File: config.mk
export PLATFORM = sky130hd
export DESIGN_NAME = servo_pwm_multi_flat
export DESIGN_NICKNAME = d
export VERILOG_FILES = /design/src/rtl/servo_pwm_multi_if.sv /design/src/rtl/servo_pwm_multi.sv /design/src/flat_wrapper.sv
export SDC_FILE = /design/constraint.sdc
export NUM_CORES = 1
export LEC_CHECK = 0
export BUFFER_PORTS_ARGS = -buffer_cell sky130_fd_sc_hd__buf_2
export CAP_MARGIN = 20
export CORE_MARGIN = 8
export CORE_UTILIZATION = 46
export DETAILED_ROUTE_END_ITERATION = 16
export PLACE_DENSITY = 0.65
export SLEW_MARGIN = 15
export SYNTH_ARGS = -nofsm -noshare
export SYNTH_HDL_FRONTEND = slang
export SYNTH_SLANG_ARGS = --single-unit
File: constraint.sdc
create_clock -name clk_i -period 4 [get_ports clk_i]
set_input_delay 0.4 -clock clk_i [delete_from_list [all_inputs] [get_ports clk_i]]
set_output_delay 0.4 -clock clk_i [all_outputs]
set_load 0.02 [all_outputs]
File: src/rtl/servo_pwm_multi_if.sv
// Target-position write port for servo_pwm_multi: valid/ready handshake
// carrying a channel index and an 8-bit position.
interface servo_pwm_multi_if #(
    parameter int CH_W = 2
);
    logic            wr_valid;
    logic            wr_ready;
    logic [CH_W-1:0] wr_ch;
    logic [7:0]      wr_pos;

    modport master (output wr_valid, output wr_ch, output wr_pos, input wr_ready);
    modport slave  (input wr_valid, input wr_ch, input wr_pos, output wr_ready);
endinterface

File: src/rtl/servo_pwm_multi.sv
// Multi-channel hobby-servo PWM generator. All channels share one frame
// counter; each channel slews its current position toward a written target
// once per frame and emits a pulse of MIN_PULSE + pos*STEP_CYCLES cycles
// aligned to counter 0.
module servo_pwm_multi #(
    parameter int NUM_CH        = 4,
    parameter int PERIOD_CYCLES = 200000,
    parameter int MIN_PULSE     = 10000,
    parameter int STEP_CYCLES   = 40,
    parameter int CH_W          = 2
) (
    input  logic                 clk_i,
    input  logic                 reset_i,
    input  logic                 ena_i,
    input  logic [7:0]           slew_i,
    servo_pwm_multi_if.slave     wr_if,
    output logic [NUM_CH-1:0]    pwm_out_o,
    output logic                 frame_start_o,
    output logic [NUM_CH-1:0]    settled_o
);

    localparam int CNT_W = $clog2(PERIOD_CYCLES);
    localparam logic [CNT_W-1:0] LAST = CNT_W'(PERIOD_CYCLES - 1);

    // Elaboration-time legality checks: the widest pulse must end inside the frame.
    if (MIN_PULSE + 255 * STEP_CYCLES >= PERIOD_CYCLES) begin : g_bad_timing
        $error("servo_pwm_multi: MIN_PULSE + 255*STEP_CYCLES must be < PERIOD_CYCLES");
    end
    if (NUM_CH < 1 || NUM_CH > 16) begin : g_bad_num_ch
        $error("servo_pwm_multi: NUM_CH must be in 1..16");
    end
    if ((1 << CH_W) < NUM_CH) begin : g_bad_ch_w
        $error("servo_pwm_multi: CH_W too narrow for NUM_CH");
    end

    logic [CNT_W-1:0]  cnt_q, cnt_d;
    logic              rdy_q;
    logic [7:0]        tgt_q [NUM_CH];
    logic [7:0]        cur_q [NUM_CH];
    logic [7:0]        cur_d [NUM_CH];
    logic [31:0]       thr   [NUM_CH];
    logic [NUM_CH-1:0] pwm_q;
    logic              fs_q;
    logic [NUM_CH-1:0] settled_q;
    logic              boundary;
    logic              wr_fire;
    logic              wr_hit;
    logic [31:0]       cnt_ext;

    // The last cycle of a frame is reserved for the slew update, so writes
    // are refused there and can never race it.
    assign boundary       = ena_i && (cnt_q == LAST);
    assign wr_if.wr_ready = rdy_q & ~boundary;
    assign wr_fire        = wr_if.wr_valid & wr_if.wr_ready;
    assign wr_hit         = wr_fire && (int'(wr_if.wr_ch) < NUM_CH);
    assign cnt_d          = (cnt_q == LAST) ? '0 : cnt_q + 1'b1;
    assign cnt_ext        = 32'(cnt_q);

    // Next position per channel (slew toward target) and pulse thresholds.
    always_comb begin
        for (int i = 0; i < NUM_CH; i++) begin
            cur_d[i] = cur_q[i];
            thr[i]   = 32'(MIN_PULSE) + 32'(cur_q[i]) * 32'(STEP_CYCLES);
            if (cur_q[i] != tgt_q[i]) begin
                if (tgt_q[i] > cur_q[i]) begin
                    if (slew_i == 8'd0 || (tgt_q[i] - cur_q[i]) <= slew_i)
                        cur_d[i] = tgt_q[i];
                    else
                        cur_d[i] = cur_q[i] + slew_i;
                end else begin
                    if (slew_i == 8'd0 || (cur_q[i] - tgt_q[i]) <= slew_i)
                        cur_d[i] = tgt_q[i];
                    else
                        cur_d[i] = cur_q[i] - slew_i;
                end
            end
        end
    end

    // Frame counter, registered pulse outputs and once-per-frame position update.
    always_ff @(posedge clk_i or posedge reset_i) begin
        if (reset_i) begin
            cnt_q <= '0;
            pwm_q <= '0;
            fs_q  <= 1'b0;
            for (int i = 0; i < NUM_CH; i++) cur_q[i] <= 8'd0;
        end else if (ena_i) begin
            cnt_q <= cnt_d;
            fs_q  <= (cnt_q == '0);
            for (int i = 0; i < NUM_CH; i++) pwm_q[i] <= (cnt_ext < thr[i]);
            if (cnt_q == LAST) begin
                for (int i = 0; i < NUM_CH; i++) cur_q[i] <= cur_d[i];
            end
        end
    end

    // Ready comes up one edge after reset release. Writes are accepted even
    // with ena low so a completed handshake never loses data.
    always_ff @(posedge clk_i or posedge reset_i) begin
        if (reset_i) begin
            rdy_q <= 1'b0;
            for (int i = 0; i < NUM_CH; i++) tgt_q[i] <= 8'd0;
        end else begin
            rdy_q <= 1'b1;
            if (wr_hit) tgt_q[wr_if.wr_ch] <= wr_if.wr_pos;
        end
    end

    // Per-channel settled flag, one cycle behind the position/target compare.
    always_ff @(posedge clk_i or posedge reset_i) begin
        if (reset_i) begin
            settled_q <= '1;
        end else begin
            for (int i = 0; i < NUM_CH; i++) settled_q[i] <= (cur_q[i] == tgt_q[i]);
        end
    end

    assign pwm_out_o     = pwm_q;
    assign frame_start_o = fs_q;
    assign settled_o     = settled_q;

endmodule

File: src/flat_wrapper.sv
// flat-port wrapper written by rule: the top's interface ports become plain ports
module servo_pwm_multi_flat 
#(
    parameter int NUM_CH        = 4,
    parameter int PERIOD_CYCLES = 200000,
    parameter int MIN_PULSE     = 10000,
    parameter int STEP_CYCLES   = 40,
    parameter int CH_W          = 2
)
  (clk_i, reset_i, ena_i, slew_i, pwm_out_o, frame_start_o, settled_o, wr_if_wr_valid, wr_if_wr_ch, wr_if_wr_pos, wr_if_wr_ready);
  servo_pwm_multi_if #(.CH_W(CH_W)) wr_if_i ();
  input  logic clk_i;
  input  logic reset_i;
  input  logic ena_i;
  input  logic [7:0] slew_i;
  output logic [NUM_CH-1:0] pwm_out_o;
  output logic frame_start_o;
  output logic [NUM_CH-1:0] settled_o;
  input wire logic [$bits(wr_if_i.wr_valid)-1:0] wr_if_wr_valid;
  input wire logic [$bits(wr_if_i.wr_ch)-1:0] wr_if_wr_ch;
  input wire logic [$bits(wr_if_i.wr_pos)-1:0] wr_if_wr_pos;
  output wire logic [$bits(wr_if_i.wr_ready)-1:0] wr_if_wr_ready;
  assign wr_if_i.wr_valid = wr_if_wr_valid;
  assign wr_if_i.wr_ch = wr_if_wr_ch;
  assign wr_if_i.wr_pos = wr_if_wr_pos;
  assign wr_if_wr_ready = wr_if_i.wr_ready;
  servo_pwm_multi #(.NUM_CH(NUM_CH), .PERIOD_CYCLES(PERIOD_CYCLES), .MIN_PULSE(MIN_PULSE), .STEP_CYCLES(STEP_CYCLES), .CH_W(CH_W)) u_core (.clk_i(clk_i), .reset_i(reset_i), .ena_i(ena_i), .slew_i(slew_i), .wr_if(wr_if_i), .pwm_out_o(pwm_out_o), .frame_start_o(frame_start_o), .settled_o(settled_o));
endmodule
==> metrics list, run 1 <==
- Number of buffers and inverters on the critical path: 2
* Register area: 2308 sq um
- Die Height: 186.5 um
- In the synthesized netlist, the number of instances is 1512.
* Worst clock skew: 0.01859 ns
* Number of design-rule violations left by the first detailed-router iteration: between 800 and 900
* Crit-path max cell delay: between 0.4 and 0.5 ns
* Post-synth ARST share: between 90% and 100%
- The via count of the first global-routing pass is ~11000.
- Of the available clock period, the critical path in the final layout requires between 90% and 100%.
- In this run the mean area of a mapped cell was 8.847 sq um.
* Half-perimeter wire length after detailed placement: about 29 mm
* Cell Rows: 62
* Count of endpoints failing setup in the final report: 0
- Switch share: between 40% and 50%
- The pre-antenna-repair detailed-routing pass consisted of 5 iterations.
* Ratio of cells with drive above 1 in the final layout: 10.81%
- Adding up every negative setup slack in the final design gives 0 ns.
* Slew at the pin with the worst max-slew slack: around 0.94 ns
- Crit-path most repeated cell: sky130_fd_sc_hd__a21oi_1
* F_max: 267.5 MHz
* Vias/cell: just under 6
- Total length of routed wires: 38.16 mm
- Detailed routing inserted a total of about 11000 vias.
- After detailed routing, the number of remaining DRC violations is 0.
- Number of synthesis warnings: 0
- Largest vdd supply drop: slightly above 0.0002 V
- Minimum period implied by the final worst setup slack: 3.738 ns
* Std-Cell Core Area: about 29000 sq um
- Kind of critical path: flop to flop
* Clock tree from TritonCTS: yes
* Fin. max-slew vios: 0
- The worst setup path is captured at a flop.
* Biggest area contributors in the synthesized netlist: sky130_fd_sc_hd__ha_1 (26%), sky130_fd_sc_hd__dfrtp_1 (16%), sky130_fd_sc_hd__xnor2_1 (6.8%), sky130_fd_sc_hd__a21oi_1 (4.2%), sky130_fd_sc_hd__inv_1 (3.4%)
* Num CTS Buffers: 9
* Crit path DAT: ~4.0 ns
- The synthesized netlist occupies a cell area of 13380 sq um.
* Sort of element at the start of the critical path: flop
- I/O pin count: 32
- CP Cell Sequence: inv_1 -> ha_1 -> inv_1 -> fa_1 -> a21o_1 -> a21oi_1 -> o21bai_1 -> a21oi_1 -> xnor2_1 -> ha_1 -> o21a_1 -> a21oi_1 -> nand3_1 -> nand2_2 -> mux2_2 -> o2bb2ai_1 -> a21o_1
* Power Density: 331.4 nW/um^2
* Synth cell types: 79
* Non-filler cells in the finished layout: between 1500 and 2000
- Max-cap violations in this run came to 0.
* Worst-path fanout max: 10
- Among all stages on the critical path, the largest delay is contributed by sky130_fd_sc_hd__dfrtp_1.
* Clock transition at the registers of the reported paths: around 0.070 ns
- Average detailed-routed wire length per instance: between 15 and 20 um
- Fraction of power consumed by sequential logic: roughly a quarter
* Final hold viol count: 0
* Hold WS: between 0.06 and 0.07 ns
- Fill cells in the final layout number 2830.
- Placed cells: around 1900
* Initial cell density of the core: between 40% and 50%
* Routability Congestion: 0.9227
- On the critical path the largest part of the delay comes from compound AO/OA/AOI/OAI gates.
- Initial antenna violation count: 1
- The count of nets left with antenna violations once routing finished came out at 0.
- Internal power comes to between 0.002 and 0.003 W.
- Horiz. Die Dim: 186.5 um
- Number of antenna diodes: 0
- Tightest slew margin relative to the limit: a little under two fifths
- During placement, the flow inserted port buffers numbering 31.
- Across every metal layer, demand over resource in global routing totals between 20% and 30%.
* Clk Latency, worst-skew pair: 0.36 ns
- Pin count of the biggest net entering global routing: 76
* First-pass GRT wire length: approximately 61 mm
* H-tree levels: 3
* Sequential-to-total area share from yosys stat: about 17%
- Portion of total power attributed to the clock network: approximately a fifth
- Overflow left after global routing: 0
* Pleak: around 7 nW
* Yosys top cell by area: sky130_fd_sc_hd__ha_1
* Post-CTS setup buffer count: 0
- The analysis attributes to net switching a power of 0.002041 W.
* Relative contribution of combinational cells to total power: 54.6%
* Required time of the critical path: roughly 4.3 ns
- The multi-input combinational cells in the finished layout cover a total of about 10000 sq um.
- Layout-stage area growth over the synthesis result: 8.044%
- Clock Tree Root: sky130_fd_sc_hd__clkbuf_16
- RSZ-0062 raised after global routing: no
* Post-synthesis register bit count: 92
* Sink Count: between 90 and 100
- Result of the run: completed
* Buffer levels on the longest clock path: 2
* Area share of the leading cell type in the synthesized netlist: around a quarter
* Floorplan die area: around 35000 sq um
- Syn nets: roughly 1800
- After the last flow step, the layout net total stands at about 1900.
* Class of the tightest hold or removal check: input port to async pin
- Number of synthesized flops with an enable pin: 0
- Top_reg_cell synth: sky130_fd_sc_hd__dfrtp_1
cells in the mapped netlist (4+ instances only):
cell type	count
sky130_fd_sc_hd__xnor2_1	104
sky130_fd_sc_hd__mux2i_1	44
sky130_fd_sc_hd__nor4_1	5
sky130_fd_sc_hd__a21o_1	45
sky130_fd_sc_hd__a211o_1	8
sky130_fd_sc_hd__and3_1	9
sky130_fd_sc_hd__a2bb2oi_1	4
sky130_fd_sc_hd__o21ai_0	51
sky130_fd_sc_hd__ha_1	274
sky130_fd_sc_hd__buf_6	5
sky130_fd_sc_hd__fa_1	20
sky130_fd_sc_hd__inv_1	121
sky130_fd_sc_hd__a21bo_2	4
sky130_fd_sc_hd__dfrtp_1	88
sky130_fd_sc_hd__xor2_1	47
sky130_fd_sc_hd__o2111ai_1	4
sky130_fd_sc_hd__nand3_1	26
sky130_fd_sc_hd__nand2_1	55
sky130_fd_sc_hd__nor2_1	100
sky130_fd_sc_hd__o211ai_1	14
sky130_fd_sc_hd__o21a_1	12
sky130_fd_sc_hd__dfstp_2	4
sky130_fd_sc_hd__o21ai_2	4
sky130_fd_sc_hd__nor3_1	30
sky130_fd_sc_hd__a211oi_1	21
sky130_fd_sc_hd__a21oi_1	112
sky130_fd_sc_hd__nand2b_1	19
sky130_fd_sc_hd__a21boi_0	4
sky130_fd_sc_hd__buf_2	7
sky130_fd_sc_hd__clkbuf_1	24
sky130_fd_sc_hd__mux2_2	36
sky130_fd_sc_hd__a311oi_1	7
sky130_fd_sc_hd__o21ai_1	14
sky130_fd_sc_hd__nand4_1	37
sky130_fd_sc_hd__and2_1	5
sky130_fd_sc_hd__nor2b_1	37
sky130_fd_sc_hd__o31ai_1	8
sky130_fd_sc_hd__o21bai_1	30
sky130_fd_sc_hd__a22oi_1	6
sky130_fd_sc_hd__o22ai_1	6
power groups by stage:
stage	clock (W)	combinational (W)	sequential, W
5_1_grt	0.000966	0.00290	0.00127
4_1_cts	0.000936	0.00259	0.00125
2_1_floorplan	0	0.00202	0.00117
3_5_place_dp	0	0.00257	0.00126
3_3_place_gp	0	0.00252	0.00126
6_report	0.000922	0.00262	0.00125
layout make-up:
cell class / instances / area share (%)
multi-input cells: 1258 / 71.91
flip-flops and latches: 92 / 15.97
repair buffers: 76 / 3.549
well taps: 384 / 3.324
inverters: 121 / 3.160
clock buffers: 12 / 1.705
clock inverters: 4 / 0.3809
cells in the final DEF (no fill, tap or decap), drive strengths merged, types with 14 or more instances in the layout:
cell,count
nor3,31
o211ai,14
a211oi,21
nand2b,19
inv,123
a21oi,112
o21ai,69
nor2b,38
dfrtp,88
a21o,45
nand3,28
o21bai,30
nand4,37
buf,76
fa,20
nand2,58
mux2i,44
nor2,103
xor2,47
xnor2,104
mux2,39
ha,274
sequential cells by signal, summed over array words and instances (netlist names):
signal / count
u_core.cur_q: 32
u_core.cnt_q: 18
u_core.rdy_q: 1
u_core.pwm_out_o: 4
u_core.settled_o: 4
u_core.tgt_q: 32
u_core.frame_start_o: 1
path summary, 6_finish.rpt:
check                                          start                   end  slack, ns  cells after the start
min in group clk_i                   wr_if_wr_pos[4]      u_core.tgt_q[28]       0.37                      3
worst min-delay path                         reset_i  u_core.frame_start_o       0.06                      2
worst max register to register       u_core.cur_q[8]      u_core.cur_q[12]       0.26                     17
worst min register to register  u_core.frame_start_o  u_core.frame_start_o       0.54                      2
max in group asynchronous                    reset_i   u_core.settled_o[0]       3.28                      3
worst max-delay path                 u_core.cur_q[8]      u_core.cur_q[12]       0.26                     17
metal layers:
metal | track usage (%) | wire length [um]
met1 | 29.81 | 18040
met2 | 34.22 | 16720
met3 | 4.045 | 2273
met4 | 7.239 | 1122
met5 | 0 | 0
kinds of logic after synthesis:
family	Yosys count	synth area share, %
compound gates	377	18.74
other cells	1	0.02803
mux	83	6.660
buf+inv	162	5.060
simple gates	352	13.75
fa+ha+maj	294	28.62
flops	92	17.25
xor+xnor	151	9.887
timing repair:
item | in CTS | in global routing
gates resized for setup | 0 | 1
endpoints found under the setup margin | 0 | 1
hold buffers | 0 | 0
stage by stage:
step           power [W]  instance area, sq um  utilization [%]  setup WS [ns]
3_5_place_dp    0.003837                 14120            49.20         0.3046
6_report        0.004790                 14450            50.35         0.2619
2_1_floorplan   0.003189                 13380                -         0.4922
5_1_grt         0.005138                 14450            50.35        0.01129
3_3_place_gp    0.003780                 14120            49.20         0.3615
4_1_cts         0.004775                 14420            50.25         0.2908
No activity file was read; power rests on OpenSTA's default activity.
==> inputs of run 2 (changes only) <==
--- a/config.mk
+++ b/config.mk
@@ -5,6 +5,7 @@
 export SDC_FILE = /design/constraint.sdc
 export NUM_CORES = 1
 export LEC_CHECK = 0
+export ABC_AREA = 1
 export BUFFER_PORTS_ARGS = -buffer_cell sky130_fd_sc_hd__buf_2
 export CAP_MARGIN = 20
 export CORE_MARGIN = 8
==> metrics list, run 2 <==
- Via count of the first global-routing pass: 13729 (+23%)
- Routability Congestion: 0.9484 (+2.8%)
- Clock transition at the registers of the reported paths: 0.08 ns (about the same)
- Most common cell after layout, fill and taps aside: sky130_fd_sc_hd__nand2_1
- Initial antenna violation count: 1 (unchanged)
- STA classifies the critical path startpoint as a flop.
- The number of enable flip-flop cells after synthesis was 0 (unchanged).
- The share of the synthesized area in the top cell type came to 23.51% (-2.1 points).
- The root buffer cell chosen for the clock tree is sky130_fd_sc_hd__clkbuf_16.
- Post-synthesis instance area: 14580 sq um (+9.0%)
* Number of iterations in the first detailed-routing pass: 5 (unchanged)
- Most frequently used cell type in the post-synthesis netlist: sky130_fd_sc_hd__nand2_1
* Class of the tightest hold or removal check: input port to async pin
* Number of cells traversed by the worst register-to-register path: 23 (+6)
* Placed cells: 2589 (+34%)
- Cell types with the highest counts after synthesis: sky130_fd_sc_hd__nand2_1 (696), sky130_fd_sc_hd__inv_1 (277), sky130_fd_sc_hd__ha_1 (274)
- Termination of the worst setup path: u_core.cur_q[1]
* Met1 routed wirelength after detailed routing: 20.43 mm (+13%)
* Worst clock skew: 0.01139 ns (-0.007203 ns)
* Half-perimeter wire length after detailed placement: 35.17 mm (+21%)
- Required time of the critical path: 4.25 ns (about the same)
* Number of nets still failing antenna checks after routing: 0 (unchanged)
- The clock tree buffer depth was 2 (unchanged).
- The detailed router's first-iteration violation count was 1007 (+24%).
- The worst setup path is captured at a flop.
- The fraction of final layout cells with drive strength greater than 1 came to 5.493% (-5.3 points).
- Overall routing resource usage: 23.59% (+1.8 points)
- Gate count after technology mapping: 2178 (+44%)
- Result of the run: completed
* I/O pin count: 32 (unchanged)
- Floorplan die area: 37660 sq um (+8.2%)
- Setup repair after global routing left no endpoint under its margin.
- The power per unit of standard cell area is 304.5 nW/um^2 (-8.1%).
- Std-Cell Core Area: 31390 sq um (+9.4%)
* Minimum period implied by the final worst setup slack: 3.520 ns (-0.2182 ns)
- The relative slew slack was 30.05% (-7.5 points).
- The count of fill cells added during filler insertion came to 3228 (+14%).
* Fin. max-slew vios: 0 (unchanged)
* Final routed DRC violation total: 0 (unchanged)
* Sum of negative setup slack: 0 ns (unchanged)
- Horiz. Die Dim: 194.1 um (+4.0%)
- Initial cell density of the core: 46.45% (-0.15 points)
- The number of clock buffers inserted by TritonCTS came to 9 (unchanged).
- The number of storage elements in the synthesis netlist came to 92 (unchanged).
- Worst-path fanout max: 8 (-2)
* Kind of critical path: flop to flop
* Clock tree from TritonCTS: yes
- Capture instance of the worst register-to-register path: u_core.cur_q[1]
- The highest clock rate was 284.1 MHz (+6.2%).
- Among all flip-flop cells after synthesis, the most frequent one is sky130_fd_sc_hd__dfrtp_1.
* Via count: 14051 (+25%)
- Non-filler cells in the finished layout: 2606 (+34%)
- The final cycle utilization of the critical path came to 88.00% (-5.5 points).
* Biggest area contributors in the synthesized netlist: sky130_fd_sc_hd__ha_1 (24%), sky130_fd_sc_hd__nand2_1 (18%), sky130_fd_sc_hd__dfrtp_1 (15%), sky130_fd_sc_hd__inv_1 (7.1%), sky130_fd_sc_hd__nand3_1 (7.0%)
- Number of synthesis warnings: 0 (unchanged)
- DR WL met2: 20.34 mm (+22%)
* Largest vdd supply drop: 0.0002264 V (+9.7%)
- The total power consumption of the routed design was 0.004709 W (-1.7%).
* Die Height: 194.1 um (+4.0%)
- In this run the top signal layer used is met4.
- The hold-fix buffer count after cts came to 0 (unchanged).
- The library cells used most frequently in the layout, excluding fill and tap cells, are sky130_fd_sc_hd__nand2_1 (696), sky130_fd_sc_hd__inv_1 (276), sky130_fd_sc_hd__ha_1 (274).
- The max-cap violation count was 0 (unchanged).
* Count of cells resized by post-cts repair: 0 (unchanged)
* Per-instance average area after synthesis: 6.695 sq um (-24%)
- The share of flip-flops with an asynchronous set or reset after synthesis came to 100.0% (unchanged).
- The number of unique standard cell types used by synthesis was 45 (-43%).
- The number of vias per cell after detailed routing was 5.392 (-6.9%).
- Buffers on Ports: 31 (unchanged)
* Syn nets: 2494 (+36%)
- Routed wl met3: 2.168 mm (-4.6%)
- Count of endpoints failing setup in the final report: 0 (unchanged)
- Critical path origin: u_core.cur_q[0]
- Average detailed-routed wire length per instance: 17.03 um (-13%)
- The slew at the pin closest to its max-slew limit came to 1.048 ns (+0.1126 ns).
- Net total in the final layout: 2514 (+34%)
* Hold WS: 0.1071 ns (+0.04310 ns)
- Sink Count: 92 (unchanged)
- Total length of routed wires: 44.39 mm (+16%)
* Register-to-register setup slack: 0.48 ns (+0.22 ns)
- The global-route wire length before repair came to 72.35 mm (+18%).
* Source of the worst register-to-register timing path: u_core.cur_q[0]
- The buffer count from post-CTS setup fixing was 0 (unchanged).
- The CTS H-tree depth is 3 (unchanged).
- The critical path data arrival time is 3.77 ns (-0.22 ns).
- Largest registers ranked by flip-flop count: u_core.cur_q: 32 flops, u_core.tgt_q: 32 flops, u_core.cnt_q: 18 flops
- Pin count of the biggest net entering global routing: 47 (-38%)
- Final hold viol count: 0 (unchanged)
* Overflow left after global routing: 0 (unchanged)
- The post-synthesis sequential area ratio was 15.82% (-1.4 points).
- Yosys top cell by area: sky130_fd_sc_hd__ha_1
- Clk Latency, worst-skew pair: 0.37 ns (about the same)
- Cell Rows: 65 (+4.8%)
* Pleak: 8.895 nW (+28%)
* Layout-stage area growth over the synthesis result: 6.058%
[run 2: layer usage]
layer / GRT usage, % / up-vias
li1: - / 7132
met1: 30.66 / 6489
met2: 39.30 / 354
met3: 3.402 / 76
met4: 8.487 / 0
met5: 0 / -
[run 2: cell type report]
cell class / count / area [sq um] / share of cell area (%)
timing repair buffer: 45 / 260.3 / 1.683
multi-input combinational: 1762 / 11020 / 71.28
inverter: 288 / 1086 / 7.022
tap: 402 / 503.0 / 3.252
sequential: 92 / 2307 / 14.92
clock inverter: 7 / 57.56 / 0.3721
antenna: 1 / 2.502 / 0.01618
clock buffer: 9 / 225.2 / 1.456
[run 2: worst min path at each step]
stage                               from                   end  slack (ns)  cells after the start
global route                     reset_i      u_core.tgt_q[13]        0.16                      2
CTS                              reset_i      u_core.tgt_q[13]        0.12                      2
floorplan                u_core.tgt_q[0]       u_core.tgt_q[0]        0.47                      2
finish                           reset_i      u_core.tgt_q[13]        0.11                      2
detailed placement  u_core.frame_start_o  u_core.frame_start_o        0.48                      2
global placement     u_core.pwm_out_o[0]   u_core.pwm_out_o[0]        0.47                      2
[run 2: cell families after synthesis]
family	share of synthesized area, %
simple gates	33.39
compound gates	8.297
other cells	0.02572
xor+xnor	7.628
fa+ha+maj	26.25
buf+inv	8.580
flops	15.82
[run 2: critical path, stage by stage, from the launching register on]
cell	delay, ns
sky130_fd_sc_hd__dfrtp_1	0.45
sky130_fd_sc_hd__inv_1	0.16
sky130_fd_sc_hd__ha_1	0.20
sky130_fd_sc_hd__inv_1	0.06
sky130_fd_sc_hd__fa_1	0.40
sky130_fd_sc_hd__nand2_1	0.09
sky130_fd_sc_hd__nand2_1	0.11
sky130_fd_sc_hd__a21oi_1	0.15
sky130_fd_sc_hd__nor2_1	0.06
sky130_fd_sc_hd__nor2_1	0.11
sky130_fd_sc_hd__xor2_1	0.15
sky130_fd_sc_hd__inv_1	0.05
sky130_fd_sc_hd__ha_1	0.26
sky130_fd_sc_hd__nand2_1	0.07
sky130_fd_sc_hd__nor2_1	0.14
sky130_fd_sc_hd__nand2_1	0.07
sky130_fd_sc_hd__o21ai_1	0.10
sky130_fd_sc_hd__inv_1	0.16
sky130_fd_sc_hd__nand2_1	0.27
sky130_fd_sc_hd__nand2_1	0.08
sky130_fd_sc_hd__nand3_1	0.09
sky130_fd_sc_hd__nand2_1	0.06
sky130_fd_sc_hd__nand2_1	0.06
sky130_fd_sc_hd__nand2_1	0.06
[run 2: power breakdown]
part           internal [W]  switching [W]  total [W]
registers           0.00102       0.000180    0.00120
clock network      0.000433       0.000441   0.000874
logic              0.000940        0.00169    0.00263
total               0.00240        0.00231    0.00471
[run 2: per-stage QoR]
stage | setup slack [ns] | util, % | instance area [sq um]
after global routing | 0.1525 | 49.27 | 15470
after detailed placement | 0.5459 | 48.36 | 15180
after CTS | 0.5085 | 49.26 | 15460
after floorplan | 0.9773 | - | 14580
after global placement | 0.5563 | 48.36 | 15180
final | 0.4801 | 49.27 | 15470
